<file path="src/rtl/seg7_debug_display.sv">
// seg7_debug_display: shows a 10-bit value in decimal on a 4-digit multiplexed common-anode display
module seg7_debug_display #(
    parameter int SCAN_DIV = 50000,
    parameter bit BLANK_LZ = 1'b1
) (
    input  logic        clk,
    input  logic        rst,
    input  logic [9:0]  value_i,
    output logic [3:0]  an_o,
    output logic [6:0]  seg_o,
    output logic        dp_o,
    output logic        busy_o,
    output logic [15:0] bcd_o
);
    localparam int CW = $clog2(SCAN_DIV);

    typedef enum logic [1:0] {IDLE, SHIFT, DONE} state_t;

    state_t         state;
    logic [9:0]     last_val;
    logic [25:0]    sreg;
    logic [25:0]    adj;
    logic [3:0]     cnt;
    logic [CW-1:0]  scan_cnt;
    logic [1:0]     idx;
    logic [1:0]     nidx;
    logic [3:0]     digit;
    logic           blank;
    logic           tick;

    function automatic logic [6:0] decode(input logic [3:0] d);
        case (d)
            4'd0:    decode = 7'b1000000;
            4'd1:    decode = 7'b1111001;
            4'd2:    decode = 7'b0100100;
            4'd3:    decode = 7'b0110000;
            4'd4:    decode = 7'b0011001;
            4'd5:    decode = 7'b0010010;
            4'd6:    decode = 7'b0000010;
            4'd7:    decode = 7'b1111000;
            4'd8:    decode = 7'b0000000;
            4'd9:    decode = 7'b0010000;
            default: decode = 7'b1111111;
        endcase
    endfunction

    assign dp_o = 1'b1;

    // double-dabble correction: every BCD nibble >= 5 gets +3 before the shift
    always_comb begin
        adj = sreg;
        for (int i = 0; i < 4; i++)
            adj[10+4*i +: 4] = (sreg[10+4*i +: 4] >= 4'd5) ? sreg[10+4*i +: 4] + 4'd3 : sreg[10+4*i +: 4];
    end

    // converter: start on a changed value, ten correct-and-shift steps, then publish
    always_ff @(posedge clk or negedge rst) begin
        if (!rst) begin
            state    <= IDLE;
            last_val <= '0;
            sreg     <= '0;
            cnt      <= '0;
            busy_o   <= 1'b0;
            bcd_o    <= '0;
        end else begin
            case (state)
                IDLE: if (value_i != last_val) begin
                    sreg     <= {16'h0000, value_i};
                    last_val <= value_i;
                    cnt      <= '0;
                    busy_o   <= 1'b1;
                    state    <= SHIFT;
                end
                SHIFT: begin
                    sreg <= {adj[24:0], 1'b0};
                    cnt  <= cnt + 4'd1;
                    if (cnt == 4'd9) state <= DONE;
                end
                DONE: begin
                    bcd_o  <= sreg[25:10];
                    busy_o <= 1'b0;
                    state  <= IDLE;
                end
                default: state <= IDLE;
            endcase
        end
    end

    // next digit to be shown and whether it is a leading zero
    always_comb begin
        nidx  = idx + 2'd1;
        digit = bcd_o[4*nidx +: 4];
        tick  = scan_cnt == CW'(SCAN_DIV - 1);
        blank = BLANK_LZ && ((nidx == 2'd3 && ~|bcd_o[15:12]) ||
                             (nidx == 2'd2 && ~|bcd_o[15:8]) ||
                             (nidx == 2'd1 && ~|bcd_o[15:4]));
    end

    // scan divider: on each wrap register the enable and segments of the next digit
    always_ff @(posedge clk or negedge rst) begin
        if (!rst) begin
            scan_cnt <= '0;
            idx      <= '0;
            an_o     <= 4'hF;
            seg_o    <= 7'h7F;
        end else if (tick) begin
            scan_cnt <= '0;
            idx      <= nidx;
            an_o     <= ~(4'b0001 << nidx);
            seg_o    <= blank ? 7'h7F : decode(digit);
        end else begin
            scan_cnt <= scan_cnt + 1'b1;
        end
    end
endmodule

</file>
<file path="config.mk">
export PLATFORM = sky130hd
export DESIGN_NAME = seg7_debug_display
export DESIGN_NICKNAME = d
export VERILOG_FILES = /design/src/rtl/seg7_debug_display.sv
export SDC_FILE = /design/constraint.sdc
export NUM_CORES = 1
export LEC_CHECK = 0
export ABC_AREA = 1
export ABC_CLOCK_PERIOD_IN_PS = 4800
export CORE_MARGIN = 4
export CORE_UTILIZATION = 63
export DETAILED_ROUTE_END_ITERATION = 8
export PLACE_DENSITY = 0.93
export SKIP_CTS_REPAIR_TIMING = 1
export SYNTH_ARGS = -nofsm -noshare
export SYNTH_HDL_FRONTEND = slang
export SYNTH_SLANG_ARGS = --single-unit
export TNS_END_PERCENT = 10
</file>
<file path="constraint.sdc">
create_clock -name clk -period 4.8 [get_ports clk]
set_input_delay 0.96 -clock clk [delete_from_list [all_inputs] [get_ports clk]]
set_output_delay 0.96 -clock clk [all_outputs]
set_load 0.01 [all_outputs]
</file>
==> flow_summary.yaml <==
run_status:
  run_status: "finished clean"
cts:
  cts_made_buffers: 9
  cts_sinks: 88
  htree_levels: 3
  cts_buffer_depth: 2
  cts.root.buffer_cell: "clkbuf_8"
  clk_pin_slew_ps: 80
  cts_tree: "built"
  clk_latency_ps: 360
detailed_routing:
  drt_drc_violations_left: 0
  vias: 4221
  m1WireLength_mm: 4.32
  wl_met2_mm: 5.21
  dr.pass1.iters: 5
  wl_met3_um: 525
  dr.first_iter.drc_count: 452
  top_layer_used: "met4"
  post_drt_via_cell_ratio: 5.55
  wirelength_mm: 10.3
  drt.antenna.violating_nets: 0
  post_drt_wl_per_cell_um: 13.5
layout:
  seq_area_um2: 2220
  antenna_cells: 0
  drive_gt1_frac: 0.0740
  final_cell_area_um2: 5400
  num-fill-cells: 511
  fin_nets: 689
  final_core_util: 0.737
  areaGrowthSynthToFinish_pct: 12.6
  multi_input_area_um2: 2150
synthesis:
  ys_seq_elements: 88
  yosys.cell_count.top_type: "nand2_1"
  yosys-top-cells-area: "dfrtp_1 40%, nand2_1 14%, nand3_1 6.0%, dfstp_2 6.0%, inv_1 6.0%"
  netlist_instances: 625
  synth_fp_nets: 657
  yosysTopAreaCell: "dfrtp_1"
  syn_area_per_cell_um2: 7.68
  netlist_area_um2: 4800
  synth_common_cells: "178 x nand2_1, 77 x dfrtp_1, 77 x inv_1"
  synth-seq-area-share: 0.462
  yosys_warnings: 0
  synth_top_area_share: 0.402
  ys_async_sr_fraction: 1.00
  yosysUniqueCellTypes: 34
  synth_edf_count: 0
  synth_top_flop_cell: "dfrtp_1"
sta:
  worstMarginPinSlew_ps: 1070
  max_freq_ghz: 0.346
  max_slew_margin: 0.283
  hold_violations: 0
  post-route-period-util: 0.603
  tns_ps: 0
  period_needed_ps: 2890
  finClkSkew_ps: 11.9
  setup_ws_ps: 1910
  rsz0062_at_grt: "no"
  slew_violations: 0
  setup_viol: 0
floorplanning:
  die-area_um2: 9080
  fp.dieH_um: 95.3
  fp-row-count: 31
  coreArea_um2: 7330
  initial_core_util: 0.655
  ios: 41
  die_x_um: 95.3
worst_setup_path:
  cp-end-kind: "flop"
  cp_num_buf_inv: 2
  crit_fanout: 50
  cp_slowest_stage_delay_ps: 850
  cp_top_family: "compound AO/OA/AOI/OAI gates"
  slowest_stage: "o21bai_4"
  required_ps: 5040
  cp-start-kind: "primary input"
  cp_cell_sequence: "clkdlybuf4s50_1, inv_1, nand2_1, nand2_1, nor2_1, nand3_1, o21bai_4, nand2_4, nand2_1, nand2_1"
  path_class: "primary input to flop"
  critPathArrivalTime_ps: 3130
  crit_top_cell: "nand2_1"
global_route:
  track_usage: 0.244
  grt-ovfl-total: 0
  grt_pass1_vias: 3967
  grt_first_pass_wirelength_mm: 17.6
  grt_max_degree: 89
  antenna_found_initial: 0
power_and_ir_drop:
  vdd_ir_drop_max_mv: 0.337
  p_total_mw: 2.86
  p_leak_nw: 2.75
  pwr_density_cell_nw_per_um2: 529
placed_design:
  place_area_um2: 5210
  dp_worst_setup_slack_ps: 1570
  dp_hpwl_mm: 7.13
  gp_congestion: 0.989
  port_buffers: 39
flow_run:
  drv_cap: 0
min_path:
  hold_path_class: "flop to flop"
flip-flops by register name, indices dropped and copies added, names as in the netlist:
name,flops
idx,2
sreg,26
busy_o,1
an_o,4
state,2
scan_cnt,16
last_val,10
bcd_o,16
cnt,4
seg_o,7
layout make-up:
type | instances | area share
multi-input combinational | 434 | 0.398
timing repair buffer | 40 | 0.0732
clock inverter | 2 | 0.00232
inverter | 84 | 0.0593
tap | 99 | 0.0229
sequential | 88 | 0.410
clock buffer | 14 | 0.0340
through the flow:
step                hold WS, ps  cells
detailed placement          472    745
finish                      480    761
CTS                         483    761
floorplan                   430    625
global placement            450    745
global route                504    761
logic make-up after synthesis:
| group | Yosys count | synth area share |
|---|---|---|
| DFF | 88 | 0.462 |
| adders and majority gates | 20 | 0.0522 |
| other | 1 | 0.000782 |
| buffers and inverters | 103 | 0.0900 |
| xor gates and xnor gates | 11 | 0.0201 |
| and+or+nand+nor | 320 | 0.285 |
| AOI/OAI and AO/OA | 82 | 0.0900 |
worst paths after layout:
| check | startpoint | slack (ps) | cells past startpoint | endpoint |
|---|---|---|---|---|
| setup reg to reg | idx[0] | 2340 | 12 | seg_o[5] |
| setup / recovery | value_i[2] | 1910 | 10 | sreg[4] |
| min in group asynchronous | rst | 780 | 1 | scan_cnt[14] |
| hold reg to reg | scan_cnt[0] | 480 | 1 | scan_cnt[0] |
| hold / removal | scan_cnt[0] | 480 | 1 | scan_cnt[0] |
| max in group asynchronous | rst | 3310 | 1 | sreg[2] |
placed cells by master (no fill, tap or decap), types with 2 or more instances in the layout:
cell type / Yosys / routed
nand2_1: 178 / 178
inv_1: 77 / 77
dfrtp_1: 77 / 77
nand3_1: 58 / 58
nor2_1: 57 / 57
o21ai_0: 51 / 51
clkdlybuf4s50_1: 0 / 38
ha_1: 20 / 20
a21oi_1: 16 / 16
o21ai_1: 11 / 11
xor2_1: 11 / 11
dfstp_2: 11 / 11
clkbuf_8: 0 / 11
nor3_1: 8 / 8
inv_2: 6 / 6
nand2_2: 3 / 3
or2_2: 3 / 3
nor4_1: 2 / 2
nand4_1: 2 / 2
nor3_2: 2 / 2
a31oi_1: 2 / 2
nand2_4: 2 / 2
clkbuf_1: 6 / 2
buf_4: 5 / 2
layer usage:
layer / vias to the layer above / track usage
li1: 2032 / -
met1: 2036 / 0.318
met2: 127 / 0.402
met3: 26 / 0.0513
met4: 0 / 0.0865
met5: - / 0
where the power goes:
group	internal, mW	total, mW	switching [mW]
combinational	0.462	1.19	0.729
sequential	0.964	1.17	0.207
clock	0.248	0.494	0.246
worst register-to-register path: stages, from the launching register on:
cell	delay, ps
dfrtp_1	620
inv_2	170
ha_1	400
inv_1	180
nand3_1	100
nand2_1	180
inv_1	90
ha_1	190
nand3b_1	180
nand3_1	100
nand2_1	50
nor2_1	110
nor2_1	50
(Power assumes the default switching activity.)
